File: config.mk
export PLATFORM = sky130hd
export DESIGN_NAME = bcd_display_scheduler_flat
export DESIGN_NICKNAME = d
export VERILOG_FILES = /design/src/rtl/bcd_display_scheduler_if.sv /design/src/rtl/bcd_display_scheduler.sv /design/src/flat_wrapper.sv
export SDC_FILE = /design/constraint.sdc
export NUM_CORES = 1
export LEC_CHECK = 0
export CORE_ASPECT_RATIO = 2
export CORE_MARGIN = 3
export CORE_UTILIZATION = 45
export CTS_BUF_LIST = sky130_fd_sc_hd__clkbuf_8
export DETAILED_ROUTE_END_ITERATION = 6
export PLACE_DENSITY = 0.67
export REMOVE_ABC_BUFFERS = 1
export SYNTH_ARGS = -nofsm -noshare
export SYNTH_HDL_FRONTEND = slang
export SYNTH_SLANG_ARGS = --single-unit
File: constraint.sdc
create_clock -name clk -period 5.84 [get_ports clk]
set_input_delay 0.876 -clock clk [delete_from_list [all_inputs] [get_ports clk]]
set_output_delay 0.876 -clock clk [all_outputs]
set_load 0.02 [all_outputs]
File: src/rtl/bcd_display_scheduler_if.sv
// Convert/display bundle shared by the BCD scheduler and whatever drives it.
// The master side issues start/binary; the slave side returns status, digits and scan lines.
interface bcd_display_scheduler_if;
    logic        start;
    logic [11:0] binary;
    logic        busy;
    logic        done;
    logic [3:0]  thos;
    logic [3:0]  huns;
    logic [3:0]  tens;
    logic [3:0]  ones;
    logic [3:0]  an;
    logic [6:0]  seg;

    modport master (
        output start, binary,
        input  busy, done, thos, huns, tens, ones, an, seg
    );

    modport slave (
        input  start, binary,
        output busy, done, thos, huns, tens, ones, an, seg
    );
endinterface

File: src/rtl/bcd_display_scheduler.sv
// Double-dabble binary-to-BCD converter feeding a 4-digit multiplexed 7-seg scanner.
// Optional macro LEADING_ZERO_BLANK_EN blanks leading zero digits.
module bcd_display_scheduler #(
    parameter int REFRESH_DIV = 50000,
    parameter int BIN_W       = 12
) (
    input logic                    clk,
    input logic                    rst_n,
    bcd_display_scheduler_if.slave bus
);

    localparam int WW = BIN_W + 16;
    localparam int CW = (REFRESH_DIV > 1) ? $clog2(REFRESH_DIV) : 1;

    typedef enum logic [1:0] {
        IDLE,
        SHIFT,
        DONE
    } state_t;

    state_t          r_state;
    logic [WW-1:0]   r_work;
    logic [3:0]      r_cnt;
    logic            r_busy;
    logic            r_done;
    logic [3:0]      r_thos;
    logic [3:0]      r_huns;
    logic [3:0]      r_tens;
    logic [3:0]      r_ones;

    logic [CW-1:0]   r_scan;
    logic [1:0]      r_idx;
    logic [3:0]      r_an;
    logic [6:0]      r_seg;

    logic [WW-1:0]   w_adj;
    logic [WW-1:0]   w_shl;
    logic            w_tc;
    logic [1:0]      w_idx_nx;
    logic [3:0]      w_dig;
    logic            w_blank;
    logic [6:0]      w_seg;

    // Add-3 correction on each BCD nibble before the shift
    always_comb begin
        w_adj = r_work;
        for (int k = 0; k < 4; k++) begin
            if (r_work[BIN_W+4*k +: 4] >= 4'd5)
                w_adj[BIN_W+4*k +: 4] = r_work[BIN_W+4*k +: 4] + 4'd3;
        end
        w_shl = {w_adj[WW-2:0], 1'b0};
    end

    always_ff @(posedge clk or negedge rst_n) begin
        if (!rst_n) begin
            r_state <= IDLE;
            r_work  <= '0;
            r_cnt   <= '0;
            r_busy  <= 1'b0;
            r_done  <= 1'b0;
            r_thos  <= '0;
            r_huns  <= '0;
            r_tens  <= '0;
            r_ones  <= '0;
        end else begin
            r_done <= 1'b0;
            case (r_state)
                IDLE: begin
                    if (bus.start) begin
                        r_work  <= {16'b0, bus.binary};
                        r_cnt   <= 4'd12;
                        r_busy  <= 1'b1;
                        r_state <= SHIFT;
                    end
                end
                SHIFT: begin
                    r_work <= w_shl;
                    r_cnt  <= r_cnt - 4'd1;
                    if (r_cnt == 4'd1) begin
                        r_thos  <= w_shl[BIN_W+12 +: 4];
                        r_huns  <= w_shl[BIN_W+8 +: 4];
                        r_tens  <= w_shl[BIN_W+4 +: 4];
                        r_ones  <= w_shl[BIN_W +: 4];
                        r_done  <= 1'b1;
                        r_state <= DONE;
                    end
                end
                DONE: begin
                    r_busy  <= 1'b0;
                    r_state <= IDLE;
                end
                default: begin
                    r_busy  <= 1'b0;
                    r_state <= IDLE;
                end
            endcase
        end
    end

    assign w_tc     = (r_scan == CW'(REFRESH_DIV - 1));
    assign w_idx_nx = w_tc ? r_idx + 2'd1 : r_idx;

    always_comb begin
        w_dig = r_ones;
        unique case (w_idx_nx)
            2'd0: w_dig = r_ones;
            2'd1: w_dig = r_tens;
            2'd2: w_dig = r_huns;
            2'd3: w_dig = r_thos;
        endcase
    end

`ifdef LEADING_ZERO_BLANK_EN
    always_comb begin
        w_blank = 1'b0;
        unique case (w_idx_nx)
            2'd3: w_blank = (r_thos == 4'd0);
            2'd2: w_blank = (r_thos == 4'd0) && (r_huns == 4'd0);
            2'd1: w_blank = (r_thos == 4'd0) && (r_huns == 4'd0)
                         && (r_tens == 4'd0);
            2'd0: w_blank = 1'b0;
        endcase
    end
`else
    assign w_blank = 1'b0;
`endif

    always_comb begin
        w_seg = 7'b1111111;
        if (!w_blank) begin
            case (w_dig)
                4'd0: w_seg = 7'b1000000;
                4'd1: w_seg = 7'b1111001;
                4'd2: w_seg = 7'b0100100;
                4'd3: w_seg = 7'b0110000;
                4'd4: w_seg = 7'b0011001;
                4'd5: w_seg = 7'b0010010;
                4'd6: w_seg = 7'b0000010;
                4'd7: w_seg = 7'b1111000;
                4'd8: w_seg = 7'b0000000;
                4'd9: w_seg = 7'b0010000;
                default: w_seg = 7'b1111111;
            endcase
        end
    end

    // an and seg are both derived from the next index so they switch together
    always_ff @(posedge clk or negedge rst_n) begin
        if (!rst_n) begin
            r_scan <= '0;
            r_idx  <= '0;
            r_an   <= 4'b1110;
            r_seg  <= 7'b1000000;
        end else begin
            r_scan <= w_tc ? '0 : r_scan + 1'b1;
            r_idx  <= w_idx_nx;
            r_an   <= ~(4'b0001 << w_idx_nx);
            r_seg  <= w_seg;
        end
    end

    assign bus.busy = r_busy;
    assign bus.done = r_done;
    assign bus.thos = r_thos;
    assign bus.huns = r_huns;
    assign bus.tens = r_tens;
    assign bus.ones = r_ones;
    assign bus.an   = r_an;
    assign bus.seg  = r_seg;

endmodule

File: src/flat_wrapper.sv
// flat-port wrapper written by rule: the top's interface ports become plain ports
module bcd_display_scheduler_flat 
#(
    parameter int REFRESH_DIV = 50000,
    parameter int BIN_W       = 12
)
  (clk, rst_n, bus_start, bus_binary, bus_busy, bus_done, bus_thos, bus_huns, bus_tens, bus_ones, bus_an, bus_seg);
  bcd_display_scheduler_if bus_i ();
  input logic clk;
  input logic rst_n;
  input wire logic [$bits(bus_i.start)-1:0] bus_start;
  input wire logic [$bits(bus_i.binary)-1:0] bus_binary;
  output wire logic [$bits(bus_i.busy)-1:0] bus_busy;
  output wire logic [$bits(bus_i.done)-1:0] bus_done;
  output wire logic [$bits(bus_i.thos)-1:0] bus_thos;
  output wire logic [$bits(bus_i.huns)-1:0] bus_huns;
  output wire logic [$bits(bus_i.tens)-1:0] bus_tens;
  output wire logic [$bits(bus_i.ones)-1:0] bus_ones;
  output wire logic [$bits(bus_i.an)-1:0] bus_an;
  output wire logic [$bits(bus_i.seg)-1:0] bus_seg;
  assign bus_i.start = bus_start;
  assign bus_i.binary = bus_binary;
  assign bus_busy = bus_i.busy;
  assign bus_done = bus_i.done;
  assign bus_thos = bus_i.thos;
  assign bus_huns = bus_i.huns;
  assign bus_tens = bus_i.tens;
  assign bus_ones = bus_i.ones;
  assign bus_an = bus_i.an;
  assign bus_seg = bus_i.seg;
  bcd_display_scheduler #(.REFRESH_DIV(REFRESH_DIV), .BIN_W(BIN_W)) u_core (.clk(clk), .rst_n(rst_n), .bus(bus_i));
endmodule
; ---- After elaboration in Yosys (flattened, before gate mapping)
; Memories as Yosys holds them, arrays and structs flattened. A register that Yosys moved wholly into a read port is not among the register bits.
; Index checks and enable logic that the tools add are counted.
[word_totals]
regBits = 74
latchBits = 0
ram_bits = 0
romBits = 112
elab_cells = 61
n_memories = 1
[classes]
addsub = 7
multipliers = 0
div = 0
order_cmp = 4
eq_ne = 8
shifts = 1
muxes = 18
n_bitwise = 2
reduce_logical = 8
[mem_list]
columns = memory, depth, word_bits, read_ports, rd_ports_with_merged_regs, wr, line_no
row1 = (name not given), 16, 7, 1, 1, 0, bcd_display_scheduler.sv:131  ; case (w_dig)
[op_table]
columns = op, count
row1 = $pmux W28 S2, 1
row2 = $mux W28, 1
row3 = $add A16 B1 Y16 const B, 1
row4 = $eq A16 B16 Y1 const B, 1
row5 = $ge A4 B3 Y1 const B, 4
row6 = $mux W16, 1
row7 = $mux W4, 4
row8 = $pmux W4 S4, 1
row9 = $add A4 B2 Y4 const B, 3
row10 = $pmux W4 S2, 1
row11 = $reduce_and A2 Y1, 4
row12 = $mux W2, 3
row13 = $eq A2 B1 Y1 const B, 2
row14 = $eq A2 B2 Y1 const B, 2
row15 = $eq A4 B1 Y1 const B, 1
row16 = $logic_not A2 Y1, 2
row17 = $not A4 Y4, 1
row18 = $pmux W2 S2, 1
row19 = $shl A1 B2 Y4 const A, 1
row20 = $sub A4 B1 Y4 const B, 1
row21 = $add A3 B2 Y3 const B, 1
row22 = $mux W1, 3
row23 = $mux W3, 1
row24 = $add A2 B1 Y2 const B, 1
row25 = other kinds (6), 6

; ---- Depth between registers and ports, before layout
[logic_depth]
ltp_word = 4
ltp_mapped = 11
mapped_depth_nobuf = 10

; ---- Worst setup path before layout
; OpenSTA, ideal clock, no wires.
[synth_path]
kind = reg2reg
startpoint = register u_core.r_scan[11]
endpoint = register u_core.r_seg[3] (netlist: u_core.bus.seg[3])
arrival_ns = 2.698
t_required_ns = 5.716
setup_slack_ns = 3.018
stages_incl_launch_ff = 11
synth_period_minus_slack_ns = 2.822
cell_sequence = dfrtp_1 -> or4b_4 -> nor4_2 -> buf_6 -> mux2_2 -> a211oi_4 -> inv_1 -> ha_1 -> inv_1 -> nor2_1 -> a211o_1
[synth_between]
elab_chain_cells = 4
[synth_lines]
columns = item, line_no
row1 = "start, declared", bcd_display_scheduler.sv:31  ; logic [CW-1:0] r_scan;
row2 = "start signal, assigned", bcd_display_scheduler.sv:155  ; r_scan <= w_tc ? '0 : r_scan + 1'b1;
row3 = $eq A16 B16 Y1 *, bcd_display_scheduler.sv:100  ; assign w_tc = (r_scan == CW'(REFRESH_DIV - 1));
row4 = $mux W2 *, bcd_display_scheduler.sv:101  ; assign w_idx_nx = w_tc ? r_idx + 2'd1 : r_idx;
row5 = $eq A2 B2 Y1 (tied with other cells), bcd_display_scheduler.sv:105  ; unique case (w_idx_nx)
row6 = $pmux W4 S4 *, bcd_display_scheduler.sv:105
row7 = "end, declared", bcd_display_scheduler.sv:34  ; logic [6:0] r_seg;
; Every way passes the cells marked *; elsewhere a longest branch is shown, timed or not.
; A chain may end at the register's enable or synchronous reset.

; ---- Final worst setup path
; Ends and elaborated chain as after synthesis.

==> summary.md <==
| Metric | Value |
|---|---|
| Final wirelength | `roughly 8000 µm` |
| RD Place Congestion | `0.870` |
| Row count | `48` |
| Yosys top cell area share | `47.8%` |
| Largest net degree at the start of global routing | `82` |
| Max Clock Freq | `between 0.2 and 0.3 GHz` |
| CTS sink cnt | `81` |
| Ys async rst share | `100%` |
| Worst Setup SP | `u_core.r_scan[11]$_DFF_PN0_` |
| Setup tns final | `0 ps` |
| Pre-CTS setup slack | `2380 ps` |
| Root buffer cell | `clkbuf_8` |
| Clk pwr share | `around a fifth` |
| Sw Pwr | `0.000904 W` |
| Fin crit period | `3480 ps` |
| Yosys warns | `0` |
| Core area | `8710 µm²` |
| PostCTS Resize Cnt | `0` |
| Total power divided by cell area | `491 nW/µm²` |
| Die Area | `10200 µm²` |
| Antenna violations before repair | `0` |
| Cell Area, Synth | `4030 µm²` |
| Leakage | `2.13 nW` |
| Chip height | `140 µm` |
| Final WS setup | `2360 ps` |
| Crit path capture | `u_core.bus.seg[3]$_DFF_PN0_` |
| Initial Util | `46.3%` |
| Layout cells sized above 1 | `9.07%` |
| Via-to-Cell Ratio | `5.32` |
| Routed wire per std cell | `14.8 µm` |
| TritonRoute pass-1 iters | `4` |
| Yosys reg bits | `81` |
| Clock transition at the registers of the reported paths | `80 ps` |
| Gate power share | `42.7%` |
| Slew HR | `about a third` |
| Worst hold path stage count | `2` |
| Layout area overhead | `17.6%` |
| Detailed Route Iter0 Violations | `147` |
| Arrival time worst endpoint | `3720 ps` |
| Crit. End Element | `register` |
| Gr usage total | `17.6%` |
| Setup Skew | `8.15 ps` |
| Syn Area/Cell | `9.88 µm²` |
| Congestion Overflow GR | `0` |
| DP HPWL | `between 5000 and 6000 µm` |
| Fillcell total | `774` |
| Post-synth top flop | `dfrtp_1` |
| RR Startpoint | `u_core.r_scan[11]$_DFF_PN0_` |
| Nets@finish | `476` |
| Reg2Reg Depth | `9` |
| Post-synth cell types | `47` |
| Worst Path Max Fanout | `16` |
| Req. time, crit path | `6090 ps` |
| Worst Tran Pin Value | `993 ps` |
| Diodes inserted | `0` |
| # hold bufs at CTS | `0` |
| Clock buffer depth | `2` |
| Int Pwr | `0.00143 W` |
| Switching Fraction | `approximately two fifths` |
| Flop pwr share | `38.4%` |
| CTS H-tree depth | `3` |
| Hold violation total from the final report | `0` |
| Worst R2R End | `u_core.bus.seg[3]$_DFF_PN0_` |
| Seq/Total Area, Yosys | `50.4%` |
| Maxcap violations | `0` |
| Crit path kind | `reg -> reg` |
| Yosys top cell by area | `dfrtp_1` |
| Status | `finished, final reports clean` |
| RSZ-0062 raised after global routing | `no` |
| Vias in the first global route | `3125` |
| Largest cells by area after synthesis | `dfrtp_1 48%, nand2_1 7.1%, ha_1 4.3%` |
| Port bufs | `43` |
| Hold WC Path Type | `reg -> reg` |
| DRC viols | `0` |
| Fin crit share | `59.5%` |
| Vias | `between 2000 and 3000` |
| Global-route wire length before repair | `14000 µm` |
| Setup violators final | `0` |
| Io pins | `44` |
| TritonCTS clock tree | `built` |
| Flop2flop setup slack | `2360 ps` |
| Worst skew pair latency | `between 300 and 400 ps` |
| Post-synth EDFFs | `0` |
| Horiz. Die Dim | `about 73 µm` |
| CP startpoint kind | `register` |
| Final Max Tran Viols | `0` |
| Post-CTS Setup Inserts | `0` |
| ANT nets after route | `0` |
| Max VDD drop | `0.000415 V` |
| Cells after synthesis | `408` |
| Total CTS buffers | `9` |
placed cells by master, fill, tap and decap left out, types with 4 or more instances in the layout:
| cell type | count |
|---|---|
| ha_1 | 14 |
| dfstp_2 | 4 |
| a31oi_1 | 6 |
| nor3b_1 | 4 |
| dfrtp_1 | 77 |
| o22ai_1 | 9 |
| xnor2_1 | 10 |
| a22oi_1 | 11 |
| a21o_1 | 4 |
| inv_1 | 18 |
| nor2_1 | 30 |
| a21oi_1 | 10 |
| buf_4 | 5 |
| nor3_1 | 8 |
| nand2_1 | 76 |
| mux2_2 | 8 |
| clkdlybuf4s50_1 | 42 |
| nor2b_1 | 6 |
| mux2i_1 | 13 |
| xor2_1 | 9 |
| nand3_1 | 5 |
| clkbuf_8 | 9 |
| nand2b_1 | 10 |
| o21ai_0 | 24 |
sequential cells by signal (all words and copies together) (netlist names):
| name | flops |
|---|---|
| u_core.bus.seg | 7 |
| u_core.r_idx | 2 |
| u_core.bus.thos | 4 |
| u_core.r_state | 2 |
| u_core.bus.done | 1 |
| u_core.bus.ones | 4 |
| u_core.bus.huns | 4 |
| u_core.r_cnt | 4 |
| u_core.bus.busy | 1 |
| u_core.bus.an | 4 |
| u_core.r_scan | 16 |
| u_core.r_work | 28 |
| u_core.bus.tens | 4 |
layer usage:
| layer | global-route usage, % | routed length, µm | vias to the layer above | share of wire, % |
|---|---|---|---|---|
| met5 | 0 | 0 | - | 0 |
| met4 | 8.75 | 255 | 0 | 3.1 |
| met3 | 4.56 | 342 | 21 | 4.2 |
| met2 | 30.3 | 4230 | 63 | 52 |
| met1 | 19.4 | 3320 | 1387 | 41 |
| li1 | - | - | 1466 | - |
cells in the mapped netlist, types with 2 or more instances:
master / count
a211o_1: 3
a211oi_1: 2
a211oi_2: 2
a21o_1: 4
a21oi_1: 10
a22o_1: 3
a22oi_1: 11
a31oi_1: 6
and3_1: 2
clkbuf_1: 15
dfrtp_1: 77
dfstp_2: 4
ha_1: 14
inv_1: 17
mux2_2: 8
mux2i_1: 13
nand2_1: 76
nand2b_1: 10
nand3_1: 5
nand4_1: 3
nor2_1: 30
nor2b_1: 6
nor3_1: 8
nor3b_1: 5
o21ai_0: 24
o21bai_1: 3
o22ai_1: 9
or4bb_1: 2
xnor2_1: 10
xor2_1: 9
per-stage QoR:
step / total power [W] / hold WS, ps / area [µm²] / util (%) / cells
floorplan: 0.00154 / 446 / 3930 / - / 389
global placement: 0.00187 / 462 / 4530 / 52.0 / 536
detailed placement: 0.00192 / 467 / 4530 / 52.0 / 536
CTS: 0.00236 / 487 / 4740 / 54.4 / 552
global route: 0.00251 / 504 / 4740 / 54.4 / 552
finish: 0.00233 / 483 / 4740 / 54.4 / 552
cell type report:
class | instances | area, µm² | area share, %
multi-input cells | 290 | 1850 | 39.0
repair buffers | 47 | 458 | 9.66
clock buffers | 9 | 124 | 2.61
clock inverters | 7 | 86.3 | 1.82
flip-flops and latches | 81 | 2030 | 42.9
well taps | 100 | 125 | 2.64
inverters | 18 | 67.6 | 1.43
cells by family after synthesis:
| group | synth area share (%) |
|---|---|
| buffers and inverters | 4.13 |
| XOR/XNOR | 4.13 |
| AO/OA/AOI/OAI | 13.8 |
| multiplexers | 5.46 |
| adder cells (fa/ha/maj) | 4.34 |
| flip-flops | 50.4 |
| AND/OR/NAND/NOR | 17.7 |
power groups by stage:
stage,clock [W],sequential [W],combinational [W]
floorplan,0,0.000950,0.000593
global placement,0,0.000901,0.000973
detailed placement,0,0.000904,0.00101
CTS,0.000452,0.000895,0.00101
global route,0.000476,0.000918,0.00112
finish,0.000440,0.000896,0.000995
critical path, cell delays in order (launching register included):
cell and delay [ps]:
dfrtp_1 440, or4b_4 550, nor4_4 800, buf_4 360, mux2i_1 110, a211oi_2 440
ha_1 320, inv_1 60, nor2_1 40, a211o_1 240
worst min path at each step:
stage | start | to | slack, ps
after floorplan | u_core.r_work[10]$_DFFE_PN0P_ | u_core.r_work[10]$_DFFE_PN0P_ | 450
after detailed placement | u_core.r_work[4]$_DFFE_PN0P_ | u_core.r_work[4]$_DFFE_PN0P_ | 470
after CTS | u_core.r_work[4]$_DFFE_PN0P_ | u_core.r_work[4]$_DFFE_PN0P_ | 490
final | u_core.r_work[4]$_DFFE_PN0P_ | u_core.r_work[4]$_DFFE_PN0P_ | 480
after global placement | u_core.r_work[7]$_DFFE_PN0P_ | u_core.r_work[7]$_DFFE_PN0P_ | 460
after global routing | u_core.r_scan[13]$_DFF_PN0_ | u_core.r_scan[13]$_DFF_PN0_ | 500
(Power assumes the default switching activity.)
